--- config.mk ---
export PLATFORM = sky130hd
export DESIGN_NAME = hazard_control_unit
export DESIGN_NICKNAME = d
export VERILOG_FILES = /design/src/rtl/hazard_control_unit.sv
export SDC_FILE = /design/constraint.sdc
export NUM_CORES = 1
export LEC_CHECK = 0
export ABC_AREA = 1
export ABC_CLOCK_PERIOD_IN_PS = 4380
export CAP_MARGIN = 20
export CORE_MARGIN = 2
export CORE_UTILIZATION = 45
export CTS_BUF_LIST = sky130_fd_sc_hd__clkbuf_4
export DETAILED_ROUTE_END_ITERATION = 12
export GPL_TIMING_DRIVEN = 0
export PLACE_DENSITY = 0.83
export SYNTH_ARGS = -nofsm -noshare
export SYNTH_HDL_FRONTEND = slang
export SYNTH_SLANG_ARGS = --single-unit
--- constraint.sdc ---
create_clock -name clock -period 4.38 [get_ports clock]
set_clock_uncertainty 0.15 [all_clocks]
set_input_delay 0.438 -clock clock [delete_from_list [all_inputs] [get_ports clock]]
set_output_delay 0.438 -clock clock [all_outputs]
set_load 0.005 [all_outputs]
--- src/rtl/hazard_control_unit.sv ---
// Pipeline hazard/stall controller: load-use and branch-operand stalls, memory-wait freeze,
// multi-cycle trap flush sequencing and a saturating stall counter for performance monitoring.
module hazard_control_unit #(
    parameter int FlushCycles  = 2,
    parameter int CounterWidth = 16
) (
    input  logic                    clock,
    input  logic                    reset,
    input  logic [1:0]              id_forward_type,
    input  logic [4:0]              id_rs1,
    input  logic [4:0]              id_rs2,
    input  logic                    ex_reg_we,
    input  logic                    ex_mem_read,
    input  logic [4:0]              ex_rd,
    input  logic                    mem_reg_we,
    input  logic                    mem_mem_read,
    input  logic [4:0]              mem_rd,
    input  logic                    mem_access,
    input  logic                    mem_ack,
    input  logic                    branch_taken,
    input  logic                    trap,
    output logic                    pc_en,
    output logic                    if_id_en,
    output logic                    id_ex_en,
    output logic                    ex_mem_en,
    output logic                    mem_wb_en,
    output logic                    if_id_flush,
    output logic                    id_ex_flush,
    output logic                    ex_mem_flush,
    output logic                    mem_wb_flush,
    output logic [CounterWidth-1:0] stall_count
);

    typedef enum logic {RUN, FLUSH} hazardState;

    // The cycle a trap is applied is itself the first flush cycle, so FLUSH covers the rest.
    localparam logic [2:0] FlushReload = 3'(FlushCycles - 1);
    localparam bit         FlushMulti  = (FlushCycles > 1);

    hazardState             state;
    logic                   trapPending;
    logic [2:0]             flushCnt;
    logic [CounterWidth-1:0] stallCount;

    logic exHit1, exHit2, memHit1, memHit2;
    logic dataHazard, memWait, trapNow;

    function automatic logic hit(input logic [4:0] rs, input logic [4:0] rd, input logic we);
        return we && (rd != 5'd0) && (rd == rs);
    endfunction

    always_comb begin
        exHit1  = hit(id_rs1, ex_rd, ex_reg_we);
        exHit2  = hit(id_rs2, ex_rd, ex_reg_we);
        memHit1 = hit(id_rs1, mem_rd, mem_reg_we);
        memHit2 = hit(id_rs2, mem_rd, mem_reg_we);
        unique case (id_forward_type)
            2'd1:    dataHazard = (exHit1 || exHit2) && ex_mem_read;
            2'd2:    dataHazard = exHit1 || exHit2 || ((memHit1 || memHit2) && mem_mem_read);
            2'd3:    dataHazard = exHit1 && ex_mem_read;
            default: dataHazard = 1'b0;
        endcase
        memWait = mem_access && !mem_ack;
        trapNow = trap || trapPending;
    end

    // Strobe selection in priority order: flush sequence, freeze, trap, data hazard, branch.
    always_comb begin
        pc_en        = 1'b1;
        if_id_en     = 1'b1;
        id_ex_en     = 1'b1;
        ex_mem_en    = 1'b1;
        mem_wb_en    = 1'b1;
        if_id_flush  = 1'b0;
        id_ex_flush  = 1'b0;
        ex_mem_flush = 1'b0;
        mem_wb_flush = 1'b0;
        if (state == FLUSH || (!memWait && trapNow)) begin
            if_id_flush  = 1'b1;
            id_ex_flush  = 1'b1;
            ex_mem_flush = 1'b1;
            mem_wb_flush = 1'b1;
        end else if (memWait) begin
            pc_en     = 1'b0;
            if_id_en  = 1'b0;
            id_ex_en  = 1'b0;
            ex_mem_en = 1'b0;
            mem_wb_en = 1'b0;
        end else if (dataHazard) begin
            pc_en       = 1'b0;
            if_id_en    = 1'b0;
            id_ex_flush = 1'b1;
        end else if (branch_taken) begin
            if_id_flush = 1'b1;
        end
    end

    always_ff @(posedge clock) begin
        if (reset) begin
            state       <= RUN;
            trapPending <= 1'b0;
            flushCnt    <= 3'd0;
            stallCount  <= '0;
        end else begin
            if (!pc_en && stallCount != {CounterWidth{1'b1}})
                stallCount <= stallCount + {{(CounterWidth-1){1'b0}}, 1'b1};
            unique case (state)
                RUN: begin
                    if (memWait) begin
                        if (trap)
                            trapPending <= 1'b1;
                    end else if (trapNow) begin
                        trapPending <= 1'b0;
                        flushCnt    <= FlushReload;
                        state       <= FlushMulti ? FLUSH : RUN;
                    end
                end
                FLUSH: begin
                    // A fresh trap restarts the sequence from its own arrival cycle.
                    if (trap) begin
                        flushCnt <= FlushReload;
                    end else if (flushCnt <= 3'd1) begin
                        flushCnt <= 3'd0;
                        state    <= RUN;
                    end else begin
                        flushCnt <= flushCnt - 3'd1;
                    end
                end
                default: state <= RUN;
            endcase
        end
    end

    assign stall_count = stallCount;

endmodule
## Yosys cells after proc, flatten, opt, wreduce, memory -nomap -nowiden

Cells that the tools add are included.

- Register bits after elaboration: 21
- Bits in latches: 0
- Memory bits (writable): 0
- Memory bits (read-only): 0
- Bits of input ports: 32
- Output and inout port bits: 25
- Word-level logic and storage cells: 71
- Memories: 0

- Add/subtract/negate cells: 2
- $mul: 0
- Divide/modulo/power cells: 0
- $lt $le $gt $ge: 1
- Equality and inequality tests: 11
- Shift-type cells: 0
- Muxes and demuxes: 27
- Bitwise operators: 1
- Reductions and logical operators: 25

Operators by type and width:

| kind | number |
|---|---|
| $eq A5 B5 Y1 | 4 |
| $mux W1 | 20 |
| $add A16 B1 Y16 const B | 1 |
| $ne A16 B16 Y1 const B | 1 |
| $logic_and A1 B1 Y1 | 12 |
| $mux W3 | 4 |
| $reduce_bool A5 Y1 | 2 |
| $ne A2 B2 Y1 const B | 3 |
| $pmux W3 S2 | 1 |
| $logic_or A1 B1 Y1 | 5 |
| $eq A2 B2 Y1 const B | 2 |
| $le A3 B1 Y1 const B | 1 |
| $logic_not A1 Y1 | 3 |
| $pmux W1 S3 | 1 |
| $reduce_and A3 Y1 | 1 |
| $sub A3 B1 Y3 const B | 1 |
| $eq A2 B1 Y1 const B | 1 |
| $pmux W1 S2 | 1 |
| $reduce_and A2 Y1 | 1 |
| $reduce_bool A2 Y1 | 1 |
| $not A1 Y1 | 1 |

## Longest topological paths before layout

- Depth after elaboration: 12
- Gate-level depth with buffers: 15
- Gate-level depth less buffers: 15

## Least setup slack after synthesis

Ideal clock, no wire load.

- Kind: in2out
- From: input port ex_rd[4]
- To: output port pc_en
- Arrival: 1.411 ns
- Data required time: 3.792 ns
- Slack: 2.381 ns
- Stages on the path: 10
- Path buffers: 1
- Path through: xnor2_1 nor2b_1 nand3_1 nand2_1 nand2_1 nand2_1 nand2_2 nand2_4 nand2_1 buf_4

- Longest elaborated chain between the ends: 9
- Elaborated cells between the ends (all ways): 14
- Classes of those cells: eq/ne (2); mux (4); reduce/logical (8)

RTL lines:

| element | RTL line | RTL |
|---|---|---|
| start: declaration | 14 | `input logic [4:0] ex_rd,` |
| $reduce_bool A5 Y1 | 49 | `return we && (rd != 5'd0) && (rd == rs);` |
| $logic_and A1 B1 Y1 (2 in a row) | 49 |  |
| $logic_or A1 B1 Y1 | 58, 59 |  |
| $logic_or A1 B1 Y1 or $logic_and A1 B1 Y1 (tied branches) | 59, 58 |  |
| $pmux W1 S3 (*) | 57 | `unique case (id_forward_type)` |
| $mux W1 (*) (3 in a row) | -- |  |
| end: declaration | 22 | `output logic pc_en,` |

Mark *: on every way between the ends. The rest lies on a longest branch, timed or not.

## Worst setup path in the final report

- From: input port trap
- To: output port if_id_flush

- Longest elaborated chain between the ends: 4

RTL lines:

| element | RTL line | RTL |
|---|---|---|
| start: declaration | 21 | `input logic trap,` |
| $logic_or A1 B1 Y1 | 64 | `trapNow = trap \|\| trapPending;` |
| $logic_and A1 B1 Y1 | 78 | `if (state == FLUSH \|\| (!memWait && trapNow)) begin` |
| $logic_or A1 B1 Y1 | 78 |  |
| $mux W1 | 78 |  |
| end: declaration | 27 | `output logic if_id_flush,` |

Every way passes these cells.

==> run metrics <==
antenna cells=0; Tmin final=about 3100 ps; Post-Synth Adder-Cell Area=roughly 2.2%; Slowest-stage cell, CP=clkdlybuf4s50_1; Max-Cap Viols=0; GPL Wtd Cong=roughly 0.91; clock power share=22.9%; Critical Path End Type=output port; Yosys Warn Count=0; Fin. Hold Viols=0; final count of pins violating max slew=0; H-tree level count=1; largest family of logic cells by synthesized area=simple AND/OR/NAND/NOR gates; CP arrival=around 2600 ps; Synth Flop Type=dfxtp_1; Sw Share=28.2%; WP buf/inv=4; Synth top cells by count=nand2_1 (48), nor2_1 (32), inv_1 (26); GRT Resource Usage Total=roughly a fifth; Wirelength per Cell=11.4 um; Pre-antenna DRT Iters=4; share of layout cells above drive strength 1=between 10% and 20%; drc violations=0; P_sw=approximately 0.00012 W; Die Span Y=66.0 um; CTS tree=yes; hold path cells=2; mux cell area share after synthesis=0%; Synth Area in XOR/XNOR=approximately 15%; vias=between 1,500 and 2,000; CP cell instances=clkdlybuf4s50_1, nor2_1, o21ai_1, inv_1, buf_2, nand2_1, o21a_1, clkdlybuf4s50_1; DRT iter0 DRCs=85; Post-Place Cells=around 360; DR vias/cell=around 5; P_leak=roughly 0.95 nW; Seq pwr share=46.7%; Post-synth EDFFs=0; CP top delay family=buffers and inverters; Crit Path Class=in -> out; worst setup margin=between 1000 and 1500 ps; Die ar.=roughly 0.0044 mm^2; setup bufs post-CTS=0; Synth async-reset ratio=0%; detailed placement HPWL=approximately 3300 um; row cnt=22; grt ovf=0; Area contributors post-synth=dfxtp_1 (24%), nand2_1 (10%), xor2_1 (8.6%); Comb pwr share=between 30% and 40%; Synth Area in Simple Gates=between 30% and 40%; worst skew pair latency=300 ps; CP startpoint kind=primary input; Yosys top cell by area=dfxtp_1; crit-path max cell delay=510 ps; final core utilization=around 65%; Final Routed Wirelength=around 4100 um; Synth Area in Compound Gates=under 10%; Ports=57; reg2reg path depth=7; Cells after Synth=251; first-pass GRT wire length=between 7000 and 8000 um; Post-CTS Hold Fix Bufs=0; initial antenna violation count=0; Clock transition at path regs=around 100 ps; status=completed; Max VDD drop=roughly 0.00018 V; top-count cell post-synth=nand2_1; internal power=0.000303 W; post-CTS resize count=0; PD cells=~180 mW/mm^2; post-synth top area share=about a quarter; Syn Nets=~290; hold crit path type=reg -> reg; number of synthesized register bits=21; Final period util=71.7%; Initial Utilization=46.9%; NumNets Final=347; RSZ-0062 raised after global routing=false; Critical Path RT=3790 ps; clock root buffer=clkbuf_4; most used cell, CP=clkdlybuf4s50_1; die width=roughly 66 um; Cell Count, Final, Fillers Out=about 360; synth-to-layout area growth=37.6%; DP Worst Slack=1250 ps; Port Buf Inserts=56; number of global-route vias before repair=between 1,500 and 2,000; CTS Sinks=21; FMAX=about 320 MHz; crit-path max FO=10; Least-Margin Pin Slew=roughly 600 ps; Worst path depth=8; Post-DRT Antenna Nets=0; Netlist cell types=30; post-route setup TNS=0 ps; Final setup viols=0; syn_area_per_cell=around 6.9 um^2; Core ar.=0.00369 mm^2; cell area after synthesis=approximately 0.0017 mm^2; TritonCTS Buffers=3; largest net degree at the start of global routing=12; max_slew headroom=60.2%; clk buf depth=2; sequential-to-total area share from yosys stat=about 24%
sequential cells by signal (all words and copies together) (netlist names):
signal	count
flushCnt	3
stall_count	16
state	1
trapPending	1
final cells by class:
type,instances,area [um^2]
Inverter,26,97.6
Clock buffer,4,30.0
Buffer,11,83.8
Multi-Input combinational cell,193,1130
Timing Repair Buffer,56,561
Sequential cell,21,420
Fill cell,323,1310
Tap cell,48,60.1
layer usage:
| metal | vias up | share of wire, % | track usage (%) |
|---|---|---|---|
| met5 | - | 0 | 0 |
| met3 | 5 | 6.2 | 4.09 |
| met4 | 0 | 1.2 | 7.91 |
| met2 | 49 | 47 | 35.4 |
| met1 | 801 | 46 | 25.6 |
| li1 | 933 | - | - |
worst register-to-register path: stages (launching register included):
cell     delay [ps]
dfxtp_1         420
ha_1            240
inv_1           100
nor2_2          250
nand4_4         190
buf_2           240
nand4_1         140
a21oi_2          60
logic make-up (layout without fill, tap and decap cells):
group,count (synthesis),after routing
xor+xnor,29,29
compound gates,25,25
fa+ha+maj,3,3
simple gates,136,136
buf+inv,37,97
flops,21,21
per-stage QoR:
step           power (W)  cell area, um^2  hold WS, ps
4_1_cts         0.000429             2380          333
6_report        0.000422             2380          326
3_3_place_gp    0.000327             2350          307
2_1_floorplan   0.000267             1730          294
3_5_place_dp    0.000330             2350          317
5_1_grt         0.000452             2380          370
power groups by stage:
| stage | sequential (W) | combinational [W] | clock (W) |
|---|---|---|---|
| after floorplan | 0.000201 | 0.0000658 | 0 |
| after global placement | 0.000201 | 0.000126 | 0 |
| after detailed placement | 0.000201 | 0.000128 | 0 |
| after CTS | 0.000197 | 0.000129 | 0.000103 |
| after global routing | 0.000198 | 0.000142 | 0.000112 |
| final | 0.000197 | 0.000128 | 0.0000968 |
worst paths after layout:
kind	slack (ps)	end	from
hold reg to reg	330	flushCnt[1]	flushCnt[1]
setup reg to reg	2480	stall_count[5]	stall_count[0]
setup / recovery	1240	if_id_flush	trap
hold / removal	330	flushCnt[1]	flushCnt[1]
cells in the final DEF, fill, tap and decap left out, types with 3 or more instances in the layout:
master            n
a21oi_1          10
a21oi_2          10
buf_2             3
buf_4             4
clkbuf_4          4
clkdlybuf4s50_1  56
dfxtp_1          21
ha_1              3
inv_1            26
nand2_1          48
nand2_2          12
nand3_1          12
nand4_1          18
nor2_1           32
nor3_1            5
xnor2_1          12
xor2_1           17
(Power assumes the default switching activity.)
==> variant 1 (same flow settings) <==
Set the parameter `CounterWidth` to 32 (it was 16).
--- a/src/rtl/hazard_control_unit.sv
+++ b/src/rtl/hazard_control_unit.sv
@@ -4,3 +4,3 @@
     parameter int FlushCycles  = 2,
-    parameter int CounterWidth = 16
+    parameter int CounterWidth = 32
 ) (
Ports: changed (resized stall_count); port bits go from 57 to 73. The function was not compared with the original's and may differ.
==> variant 1 against the unedited design <==
Via count increased by 71%; first-iteration DRC count rose by 130%; non-clock buffer count is 24 higher; hold slack better by 0.00068 ns; cell area rose by 53%; clock power grew to 2.5 times the old value; synthesized area grew 59%; total power is 76% higher; sequential cell count rose by 16; setup slack got worse by 0.012 ns; global-route usage rose by 3.6 points; wire length is 93% higher; critical path depth stayed put; critical endpoint is now id_ex_flush; largest cell class unchanged.
==> variant 1: results (changes against the unedited design) <==
vias_per_cell: 5.256  # +5.5%
met1Wirelength_mm: 3.594  # +91%
post-dp-hpwl_mm: 6.316  # +91%
synthArstFlopShare: 0  # unchanged
postCtsSetupBuffers: 0  # unchanged
ir_drop_mv: 0.1698  # -5.3%
net-switching-power_w: 0.0002016  # +70%
antenna_found_initial: 0  # unchanged
numCtsBuffers: 5  # +2
grt_use_met1: 0.3215  # +0.06506
max_stage_delay_ns: 0.48  # -0.03 ns
r2r_slack_ns: 2.19  # -0.29 ns
clkTransAtPathRegs_ns: 0.11
drive_above_1_share: 0.04734  # -0.08450
cp.arrival_ns: 2.56  # about the same
netlist-cell-type-count: 29  # -3.3%
syn_nets: 463  # +62%
largest_register_ffs: 32  # +16
grtUsageMet2: 0.3976  # +0.04405
crit_start: "mem_access"
layout.nets: 541  # +56%
fillers: 556  # +72%
grt_pass1_vias: 2869  # +73%
synth_area_leaders: "dfxtp_1 (27%), nand2_1 (15%), xor2_1 (11%)"
cp-end-kind: "output port"
portBuffers: 71  # +27%
synth-edff-count: 0  # unchanged
r2r_end: "stall_count[24]"
drtPass1Iterations: 5  # +1
ys.flop_type: "dfxtp_1"
endpoint: "id_ex_flush"
grt_pass1_wl_mm: 12.85  # +81%
rr_startpoint: "stall_count[0]"
post_cts_resize_count: 0  # unchanged
tightest_slew_ns: 0.5161  # -0.08079 ns
synth.yosys.seq_area_share: 0.2684  # +0.02558
power.internal_w: 0.0005394  # +78%
ys_warn_count: 0  # unchanged
antenna_cells: 0  # unchanged
clk_latency_ns: 0.34  # +0.04 ns
route.detailed.drc: 0  # unchanged
drt_wl_total_mm: 7.913  # +93%
p_leak_nw: 1.360  # +44%
min_path_cells: 2  # unchanged
wl_met2_mm: 3.643  # +90%
hold_path_class: "in2reg"
r2r_cells: 8  # +1
routabilityCongestion: 0.9259  # +2.2%
status: "finished clean"
cts_htree_levels: 2  # +1
p_comb_w: 0.000150  # +17%
wl_per_cell_um: 13.60  # +19%
synth_commonest_cells: "nand2_1 (111), nor2_1 (53), inv_1 (40)"
hold_slack_ns: 0.3271  # +0.0006820 ns
path_class: "in2out"
met3_length_um: 533  # +110%
drt_first_iter_violations: 199  # +130%
grt_use_total: 0.2432  # +0.03579
gr-usage-met3: 0.05000  # +0.009114
grt_max_degree: 12  # unchanged
## variant 1: cell types whose count changed after synthesis, moves of 11 or more
cell,before,now
a21oi_1,10,34
nand2_1,48,111
nand4_1,18,35
inv_1,26,40
nand2_2,12,0
xor2_1,17,34
nor2_1,32,53
nor3_1,5,16
dfxtp_1,21,37
## variant 1: cells by family (layout without fill, tap and decap cells)
logic type               count (synthesis)  count (layout)  synth area share
AND/OR/NAND/NOR                        238             238            0.3894
buffers and inverters                   62             141            0.1020
XOR/XNOR                                47              47            0.1491
AO/OA/AOI/OAI                           41              41           0.07752
flip-flops                              37              37            0.2684
adder cells (fa/ha/maj)                  3               3           0.01360
## variant 1: how the worst min path moves through the flow
stage	startpoint	to
final	reset	stall_count[31]
after global routing	reset	stall_count[31]
after CTS	reset	stall_count[0]
after detailed placement	trapPending	trapPending
after global placement	trapPending	trapPending
after floorplan	trapPending	trapPending
## variant 1: per-stage QoR
step / std cells / utilization / setup slack (ns) / area [um^2]
after detailed placement: 574 / 0.6021 / 1.237 / 3565
after global placement: 574 / 0.6021 / 1.224 / 3565
after CTS: 582 / 0.6154 / 1.218 / 3643
after global routing: 582 / 0.6154 / 1.049 / 3643
after floorplan: 428 / - / 2.391 / 2760
final: 582 / 0.6154 / 1.229 / 3643
## variant 1: cell type report
type / count / area [um^2] / share of cell area
Timing Repair Buffer: 71 / 710.7 / 0.1951
Tap cell: 75 / 93.84 / 0.02576
Buffer: 20 / 123.9 / 0.03400
Inverter: 42 / 157.7 / 0.04327
Clock inverter: 2 / 33.78 / 0.009272
Sequential cell: 37 / 740.7 / 0.2033
Multi-Input combinational cell: 329 / 1738 / 0.4770
Clock buffer: 6 / 45.04 / 0.01236
==> variant 2 (same flow settings) <==
Without the edit above. Reset style: asynchronous (`reset`), changed in one clocked block.
--- a/src/rtl/hazard_control_unit.sv
+++ b/src/rtl/hazard_control_unit.sv
@@ -97,3 +97,3 @@
 
-    always_ff @(posedge clock) begin
+    always_ff @(posedge clock or posedge reset) begin
         if (reset) begin
Formal check against the unedited RTL: differs if reset is asserted again (counterexample within 4 cycles, from zero or initial values and one cycle with reset high); with reset held inactive, the same outputs for 10 cycles.
==> variant 2 against the unedited design <==
Cell area rose by 0.58%; wire length is 4.9% higher; sequential cell count unchanged; critical endpoint is now id_ex_flush; setup slack better by 0.013 ns; synthesized area is 0.94% higher; sequential share of layout area grew 4.3 points; fmax grew 0.41%.
Power is not compared: it rests on default switching activity, and its combinational part moved more than twofold at a synthesized area within 25%.
==> variant 2: results (changes against the unedited design) <==
status: "finished clean"
ir_drop_mv: 0.2362
cp_max_fo: 10  # unchanged
grt_use_total: 0.2095  # +0.002056
cts_htree_levels: 1  # unchanged
grt_pass1_wl_mm: 7.238  # +1.8%
synthArstFlopShare: 1.000  # +1.000
syn_avg_cell_area_um2: 6.882  # -0.25%
synthXorXnorAreaFrac: 0.1553  # +0.008657
wl_per_cell_um: 11.88  # +4.0%
net-switching-power_w: 0.0002317
synth-edff-count: 0  # unchanged
drive_above_1_share: 0.05096  # -0.08088
max_stage_delay_ns: 0.48  # -0.03 ns
clk_latency_ns: 0.31
syn_nets: 289  # +1.0%
synth_area_leaders: "dfrtp_1 (30%), nand2_1 (17%), xor2_1 (8.5%)"
p_seq_frac: 0.402
drt_wl_total_mm: 4.302  # +4.9%
vias_per_cell: 4.892  # -1.8%
ys_warn_count: 0  # unchanged
hold_path_class: "reg2reg"
synth_commonest_cells: "nand2_1 (79), inv_1 (29), nor2_1 (25)"
postCtsSetupBuffers: 0  # unchanged
cts_buffer_depth: 2  # unchanged
cp_top_family: "buffers and inverters"
muxShareOfSynthArea: 0  # unchanged
dp.cells: 358  # +0.85%
slew_headroom: 0.4790  # -0.1231
cp.arrival_ns: 2.54  # about the same
netlist-cell-type-count: 28  # -6.7%
grt_max_degree: 22  # +10
routabilityCongestion: 0.8728  # -3.7%
synth_compound_area_frac: 0.04080  # -0.05746
drt_first_iter_violations: 92  # +8.2%
post-dp-hpwl_mm: 3.378  # +2.4%
post_cts_resize_count: 0  # unchanged
grt_pass1_vias: 1669  # +0.91%
antenna_found_initial: 0  # unchanged
slowest_stage: "clkdlybuf4s50_1"
synthAdderAreaFrac: 0.02147  # -0.0002017
placed_cell_area_um2: 2369  # +0.69%
synth_top_area_frac: 0.3006  # +0.05787
setup_viol: 0  # unchanged
antenna_cells: 0  # unchanged
layout.nets: 350  # +0.86%
p_comb_w: 0.000284
portBuffers: 56  # unchanged
drtPass1Iterations: 4  # unchanged
synth.yosys.seq_area_share: 0.3006  # +0.05787
clkTransAtPathRegs_ns: 0.12  # +0.02 ns
numCtsBuffers: 3  # unchanged
pre_cts_slack_ns: 1.245  # -0.004010 ns
largest_register_ffs: 16  # unchanged
variant 2: cell types whose count changed in the layout (fill, tap and decap cells not counted), sizes merged, moves of 3 or more:
cell | before | now
nand2 | 61 | 81
inv | 26 | 29
nor2 | 33 | 25
dfrtp | 0 | 21
a21oi | 20 | 3
o21ai | 2 | 7
dfxtp | 21 | 0
variant 2: worst register-to-register path, stage by stage, from the launching register on:
cell and delay, ns:
dfrtp_1 0.47, ha_1 0.27, nand3_1 0.13, inv_1 0.13, nand4_2 0.26, clkbuf_1 0.33, nand4_1 0.18, nand2_1 0.06
variant 2: path summary, 6_finish.rpt:
kind / start / to / slack [ns] / cells after the start
max in group asynchronous: reset / stall_count[2] / 3.18 / 2
worst max-delay path: mem_access / id_ex_flush / 1.25 / 8
worst min-delay path: trapPending / trapPending / 0.39 / 2
min in group asynchronous: reset / stall_count[0] / 0.40 / 2
worst max register to register: stall_count[0] / stall_count[7] / 2.30 / 7
worst min register to register: trapPending / trapPending / 0.39 / 2
variant 2: stage by stage:
stage	utilization	hold slack, ns	power, W
after floorplan	-	0.2645	0.0004092
after global placement	0.6421	0.3630	0.0005320
after detailed placement	0.6421	0.3767	0.0005426
after CTS	0.6496	0.3935	0.0006389
after global routing	0.6496	0.4164	0.0006850
final	0.6496	0.3906	0.0006346
variant 2: metal layers:
metal | track usage | share of wire | up-vias
met2 | 0.3688 | 0.47 | 50
li1 | - | - | 927
met4 | 0.04847 | 0.0058 | 0
met1 | 0.2700 | 0.46 | 792
met5 | 0 | 0 | -
met3 | 0.02896 | 0.063 | 2
variant 2: area by class of cell:
class,instances,area [um^2]
fillers,349,1292
flip-flops and latches,21,525.5
repair buffers,56,560.5
well taps,48,60.06
inverters,29,108.9
clock inverters,1,5.005
clock buffers,3,22.52
plain buffers,9,62.56
multi-input cells,195,1051
